## src/rtl/uart_frame_tx.sv

```systemverilog
// uart_frame_tx
// Serializes one command frame into a byte-level UART transmitter, one byte per
// send/done handshake. Frame layout: HDR0, HDR1, cmd, payload bytes 0..4, and
// when UART_FRAME_CHKSUM_EN is defined, a trailing checksum byte equal to
// (cmd + payload bytes 0..4) mod 256.
//
// Build option: `define UART_FRAME_CHKSUM_EN appends the checksum byte (9-byte
// frame); without it the frame is 8 bytes and no checksum logic exists.
//
// Ports:
//   i_clk          system clock, rising edge
//   i_reset        asynchronous, active-high reset
//   i_send_go      one-cycle frame request, sampled only while idle
//   i_cmd          command byte (frame byte 2), latched on accept
//   i_payload      payload; i_payload[8*i+7:8*i] is frame byte 3+i
//   o_busy         high from the cycle after accept until the frame completes
//   o_frame_done   one-cycle pulse after the last byte's tx_done
//   o_tx_data      byte for the byte transmitter, held while outstanding
//   o_tx_send_go   one-cycle pulse starting one byte transmission
//   i_tx_done      one-cycle pulse from the byte transmitter
module uart_frame_tx #(
   parameter logic [7:0]  HDR0       = 8'h55,
   parameter logic [7:0]  HDR1       = 8'hA5,
   parameter int unsigned GAP_CYCLES = 0
) (
   input  logic        i_clk,
   input  logic        i_reset,
   input  logic        i_send_go,
   input  logic [7:0]  i_cmd,
   input  logic [39:0] i_payload,
   output logic        o_busy,
   output logic        o_frame_done,
   output logic [7:0]  o_tx_data,
   output logic        o_tx_send_go,
   input  logic        i_tx_done
);

`ifdef UART_FRAME_CHKSUM_EN
   localparam logic [3:0] LastIdx = 4'd8;
`else
   localparam logic [3:0] LastIdx = 4'd7;
`endif
   localparam logic [7:0] GapLoad = 8'(GAP_CYCLES);

   typedef enum logic [1:0] {StIdle, StSend, StWait, StGap} state_e;

   state_e      r_state, w_state_d;
   logic [3:0]  r_idx, w_idx_d;
   logic [7:0]  r_gap, w_gap_d;
   logic [7:0]  r_cmd;
   logic [39:0] r_payload;
   logic [7:0]  r_tx_data;
   logic        r_frame_done, w_frame_done_d;
   logic        w_load;
   logic [7:0]  w_byte;

`ifdef UART_FRAME_CHKSUM_EN
   logic [7:0] w_chksum;
   assign w_chksum = r_cmd + r_payload[7:0] + r_payload[15:8] + r_payload[23:16]
                   + r_payload[31:24] + r_payload[39:32];
`endif

   // Byte for the index about to be sent. On accept the index is 0 (HDR0), so
   // the not-yet-latched frame registers are never selected in that cycle.
   always_comb begin
      w_byte = 8'h00;
      case (w_idx_d)
         4'd0:    w_byte = HDR0;
         4'd1:    w_byte = HDR1;
         4'd2:    w_byte = r_cmd;
         4'd3:    w_byte = r_payload[7:0];
         4'd4:    w_byte = r_payload[15:8];
         4'd5:    w_byte = r_payload[23:16];
         4'd6:    w_byte = r_payload[31:24];
         4'd7:    w_byte = r_payload[39:32];
`ifdef UART_FRAME_CHKSUM_EN
         4'd8:    w_byte = w_chksum;
`endif
         default: w_byte = 8'h00;
      endcase
   end

   always_comb begin
      w_state_d      = r_state;
      w_idx_d        = r_idx;
      w_gap_d        = r_gap;
      w_frame_done_d = 1'b0;
      w_load         = 1'b0;
      unique case (r_state)
         StIdle: begin
            if (i_send_go) begin
               w_load    = 1'b1;
               w_idx_d   = 4'd0;
               w_state_d = StSend;
            end
         end
         StSend: begin
            w_state_d = StWait;
         end
         StWait: begin
            if (i_tx_done) begin
               if (r_idx == LastIdx) begin
                  w_frame_done_d = 1'b1;
                  w_idx_d        = 4'd0;
                  w_state_d      = StIdle;
               end else begin
                  w_idx_d = r_idx + 4'd1;
                  if (GAP_CYCLES > 0) begin
                     w_gap_d   = GapLoad;
                     w_state_d = StGap;
                  end else begin
                     w_state_d = StSend;
                  end
               end
            end
         end
         StGap: begin
            // Loaded with G, so G cycles are spent here before SEND.
            if (r_gap <= 8'd1) begin
               w_gap_d   = 8'd0;
               w_state_d = StSend;
            end else begin
               w_gap_d = r_gap - 8'd1;
            end
         end
         default: w_state_d = StIdle;
      endcase
   end

   always_ff @(posedge i_clk or posedge i_reset) begin
      if (i_reset) begin
         r_state      <= StIdle;
         r_idx        <= 4'd0;
         r_gap        <= 8'd0;
         r_cmd        <= 8'h00;
         r_payload    <= 40'h0;
         r_tx_data    <= 8'h00;
         r_frame_done <= 1'b0;
      end else begin
         r_state      <= w_state_d;
         r_idx        <= w_idx_d;
         r_gap        <= w_gap_d;
         r_frame_done <= w_frame_done_d;
         if (w_load) begin
            r_cmd     <= i_cmd;
            r_payload <= i_payload;
         end
         // Loaded on entry so the byte is valid throughout the SEND cycle.
         if (w_state_d == StSend) begin
            r_tx_data <= w_byte;
         end
      end
   end

   assign o_busy       = (r_state != StIdle);
   assign o_tx_send_go = (r_state == StSend);
   assign o_frame_done = r_frame_done;
   assign o_tx_data    = r_tx_data;

endmodule

```

## config.mk

```make
export PLATFORM = sky130hd
export DESIGN_NAME = uart_frame_tx
export DESIGN_NICKNAME = d
export VERILOG_FILES = /design/src/rtl/uart_frame_tx.sv
export SDC_FILE = /design/constraint.sdc
export NUM_CORES = 1
export LEC_CHECK = 0
export CAP_MARGIN = 25
export CORE_MARGIN = 1.5
export CORE_UTILIZATION = 45
export CTS_CLUSTER_SIZE = 14
export DETAILED_ROUTE_END_ITERATION = 12
export GPL_TIMING_DRIVEN = 0
export PLACE_DENSITY_LB_ADDON = 0.2
export SLEW_MARGIN = 20
export SYNTH_ARGS = -nofsm -noshare
export SYNTH_HDL_FRONTEND = slang
export SYNTH_SLANG_ARGS = --single-unit
```

## constraint.sdc

```tcl
create_clock -name i_clk -period 3 [get_ports i_clk]
set_input_delay 0.9 -clock i_clk [delete_from_list [all_inputs] [get_ports i_clk]]
set_output_delay 0.9 -clock i_clk [all_outputs]
set_load 0.05 [all_outputs]
```

==> summary.md <==
Run status
• finished, final reports clean — status

Yosys
• 71 — Synth Register Bits
• 0.003447 mm² — Post-Syn Area
• 1.000 — FFs w/ async S/R, synth
• 287 — count of mapped cells out of synthesis
• 0 — EDFF count, synth
• 0 — total of warnings raised by yosys
• 342 — Post-Synthesis Net Count
• sky130_fd_sc_hd__dfrtp_1 — dominant register cell in the synthesized netlist
• 12.01 µm² — Avg Cell Area, Syn
• 58 — Netlist cell types
• 0.5154 — sequential fraction of the synthesis area

Floorplan
• 0.007331 mm² — core region area
• 0.008194 mm² — die footprint
• 0.4702 — initial core utilization
• 90.52 µm — die outline height
• 90.52 µm — width of the die
• 31 — number of rows created at floorplan
• 63 — total I/O pin count

Global routing
• 57 — maximum number of pins on one net before global-route repair
• 0 — gr ovfl total
• 12480 µm — first-pass GRT wire length
• 2441 — vias in the first global route
• 0 — antenna violations before repair
• 0.1970 — all-layer global routing usage

Worst setup path
• flop — kind of end point of the critical path
• buffers and inverters — crit-path leading delay family
• input port to flop — Crit Path Class
• input port — CP Launch Type
• o_tx_data[7]$_DFFE_PP0N_ — r2r endpoint
• 3.25 ns — Crit path required time
• 0.53 ns — maximum cell stage delay along the critical path
• sky130_fd_sc_hd__clkdlybuf4s50_1 — Slowest cell on crit path
• 9 — critical path depth
• clkdlybuf4s50_1 -> buf_6 -> and3b_1 -> a211oi_4 -> buf_6 -> mux2i_1 -> o21ai_1 -> a21oi_1 -> o31ai_2 — cell-by-cell trace of the critical path
• 10 — CP Max Fanout
• 3 — Buf/Inv on CP
• sky130_fd_sc_hd__buf_6 — Crit path top cell by count
• 3.11 ns — data arrival time of the critical path
• 8 — worst r2r path cells
• 0.61 ns — Register-to-Register Setup Slack
• r_idx[1]$_DFF_PP0_ — worst reg2reg startpoint

Min path
• r_payload[38]$_DFFE_PP0P_ — HP Start
• flop to flop — class of the most critical hold timing path
• r_payload[38]$_DFFE_PP0P_ — hold path endpoint
• 1 — Cells on Worst Hold Path

CTS
• 0 — cells resized by post-CTS repair
• sky130_fd_sc_hd__clkbuf_8 — CTS root buf
• 71 — Num Clock Sinks
• 0 — setup bufs post-CTS
• 0 — number of buffers inserted for hold repair after clock tree synthesis
• 9 — number of buffers created by CTS
• 3 — H-tree levels
• 0.09 ns — Clock transition at path regs
• 2 — CTS max path bufs
• 0.35 ns — later-pin clock latency in the skew report
• done — TritonCTS clock tree

Pwr
• 1114 mW/mm² — ratio of total power to cell area
• 0.001882 µW — Leakage Power
• 4928 µW — Total Power
• 449.4 µV — maximum vdd drop

Place
• 62 — quantity of I/O buffers inserted on ports
• 5517 µm — DP HPWL
• 449 — Post-Place Cells
• 0.8063 — gp weighted congestion

Drt
• 16.29 µm — average routed wire per standard cell
• 5.348 — vias per cell
• 4 — number of search-and-repair iterations in the first detailed-routing pass
• 2487 — via count
• 7573 µm — Detailed Route WL
• 89 — initial detailed-routing violation count
• 0 — drc violations
• 0 — Post-DRT Antenna Nets

Timing
• no — unrepaired setup endpoints after global routing
• 0 ns — total negative slack for setup checks
• 0 — count of endpoints failing setup in the final report
• 0 — final max-slew violation count
• 0.3491 GHz — highest achievable clock rate
• 0.6154 — worst slew margin relative to its limit
• 0 — Hold Fails Final Rpt
• 0.01068 ns — Fin Clk Skew
• 0.5717 ns — transition time at the pin with the least slew margin
• 2.864 ns — post-layout min period
• 0.9548 — Period Utilization, post-route

Job
• 0 — Max Cap Violations

Cells and area
• 416 — layout net count
• 0 — count of inserted antenna diode cells
• sky130_fd_sc_hd__dfrtp_1 — most common cell after layout, fill and taps aside
• 28.35% — P&R area growth vs syn
• 465 — post-route non-filler standard cell count
• 0.2432 — fraction of layout instances using a drive strength above 1
• 71 x sky130_fd_sc_hd__dfrtp_1, 62 x sky130_fd_sc_hd__clkdlybuf4s50_1, 40 x sky130_fd_sc_hd__mux2_2 — commonest non-fill, non-tap cells in the layout

logic make-up (layout without fill, tap and decap cells):
| logic type | Yosys count | in the layout | synth area share |
|---|---|---|---|
| AND/OR/NAND/NOR | 72 | 72 | 0.1151 |
| flip-flops | 71 | 71 | 0.5154 |
| multiplexers | 55 | 55 | 0.1771 |
| AO/OA/AOI/OAI | 53 | 53 | 0.1187 |
| buffers and inverters | 27 | 106 | 0.04755 |
| XOR/XNOR | 6 | 6 | 0.01525 |
| adder cells (fa/ha/maj) | 3 | 3 | 0.01089 |
how the worst max path moves through the flow:
| stage | startpoint | end | slack [ns] |
|---|---|---|---|
| 6_report | i_tx_done | o_tx_data[3]$_DFFE_PP0N_ | 0.14 |
| 5_1_grt | i_send_go | o_tx_data[5]$_DFFE_PP0N_ | 0.04 |
| 4_1_cts | i_tx_done | o_tx_data[3]$_DFFE_PP0N_ | 0.16 |
| 3_5_place_dp | i_tx_done | o_tx_data[3]$_DFFE_PP0N_ | -0.21 |
| 3_3_place_gp | i_reset | r_payload[0]$_DFFE_PP0P_ | -0.92 |
| 2_1_floorplan | i_reset | o_frame_done$_DFF_PP0_ | 0.30 |
worst register-to-register path: stages, from the launching register on:
cell and delay, ns:
sky130_fd_sc_hd__dfrtp_1 0.43, sky130_fd_sc_hd__ha_1 0.24, sky130_fd_sc_hd__nor4bb_1 0.15, sky130_fd_sc_hd__o21ai_1 0.25
sky130_fd_sc_hd__and2_1 0.16, sky130_fd_sc_hd__buf_2 0.18, sky130_fd_sc_hd__clkbuf_1 0.39, sky130_fd_sc_hd__o2111ai_1 0.20
sky130_fd_sc_hd__a32o_1 0.28
cell type report:
type                    count  area, µm²
plain buffers              16      120.1
inverters                  11      46.29
clock buffers               9      123.9
clock inverters             7      78.83
well taps                  99      123.9
repair buffers             63      648.1
fillers                   629       2907
multi-input cells         189       1506
flip-flops and latches     71       1777
flip-flops by register name (all words and copies together), names as in the netlist:
signal / count
r_payload: 40
o_tx_data: 8
r_cmd: 8
r_gap: 8
r_idx: 4
r_state: 2
o_frame_done: 1
per-layer routing:
metal | wire (µm) | up-vias | global-route usage | share of wire
met3 | 411 | 7 | 0.05892 | 0.054
met1 | 3304 | 1230 | 0.2572 | 0.44
met4 | 84 | 0 | 0.05159 | 0.011
li1 | - | 1178 | - | -
met5 | 0 | - | 0 | 0
met2 | 3774 | 72 | 0.3189 | 0.50
synth_stat cells (all sizes together), types with 2 or more instances:
master | number | area [µm²]
a211oi | 3 | 35.03
a21o | 2 | 15.01
a21oi | 10 | 50.05
a22o | 2 | 17.52
a22oi | 2 | 15.01
a31oi | 2 | 12.51
a32o | 3 | 30.03
and2 | 2 | 12.51
buf | 15 | 116.4
dfrtp | 71 | 1777
ha | 3 | 37.54
inv | 11 | 43.80
mux2 | 48 | 540.5
mux2i | 7 | 70.07
nand2 | 26 | 97.59
nand3 | 7 | 35.03
nand4 | 3 | 18.77
nand4b | 2 | 17.52
nor2 | 14 | 55.06
nor3 | 3 | 20.02
nor4 | 3 | 25.02
o2111ai | 2 | 17.52
o21ai | 13 | 65.06
o221ai | 2 | 17.52
o31ai | 4 | 45.05
or2 | 2 | 12.51
xnor2 | 3 | 26.28
xor2 | 3 | 26.28
per-stage QoR:
step / setup WS, ns / instance area [µm²] / hold slack (ns) / util
after floorplan: 0.3034 / 3447 / 0.4574 / -
after global placement: -0.9200 / 4192 / 0.4709 / 0.5718
after detailed placement: -0.2069 / 4222 / 0.4774 / 0.5759
after CTS: 0.1586 / 4424 / 0.4973 / 0.6035
after global routing: 0.03507 / 4424 / 0.5225 / 0.6035
final: 0.1355 / 4424 / 0.4932 / 0.6035
power by group:
group,internal [µW],switching (µW)
Combinational,1090,1290
Sequential,1440,329
Clock,392,388
Total,2920,2010
No activity file was read; power rests on OpenSTA's default activity.
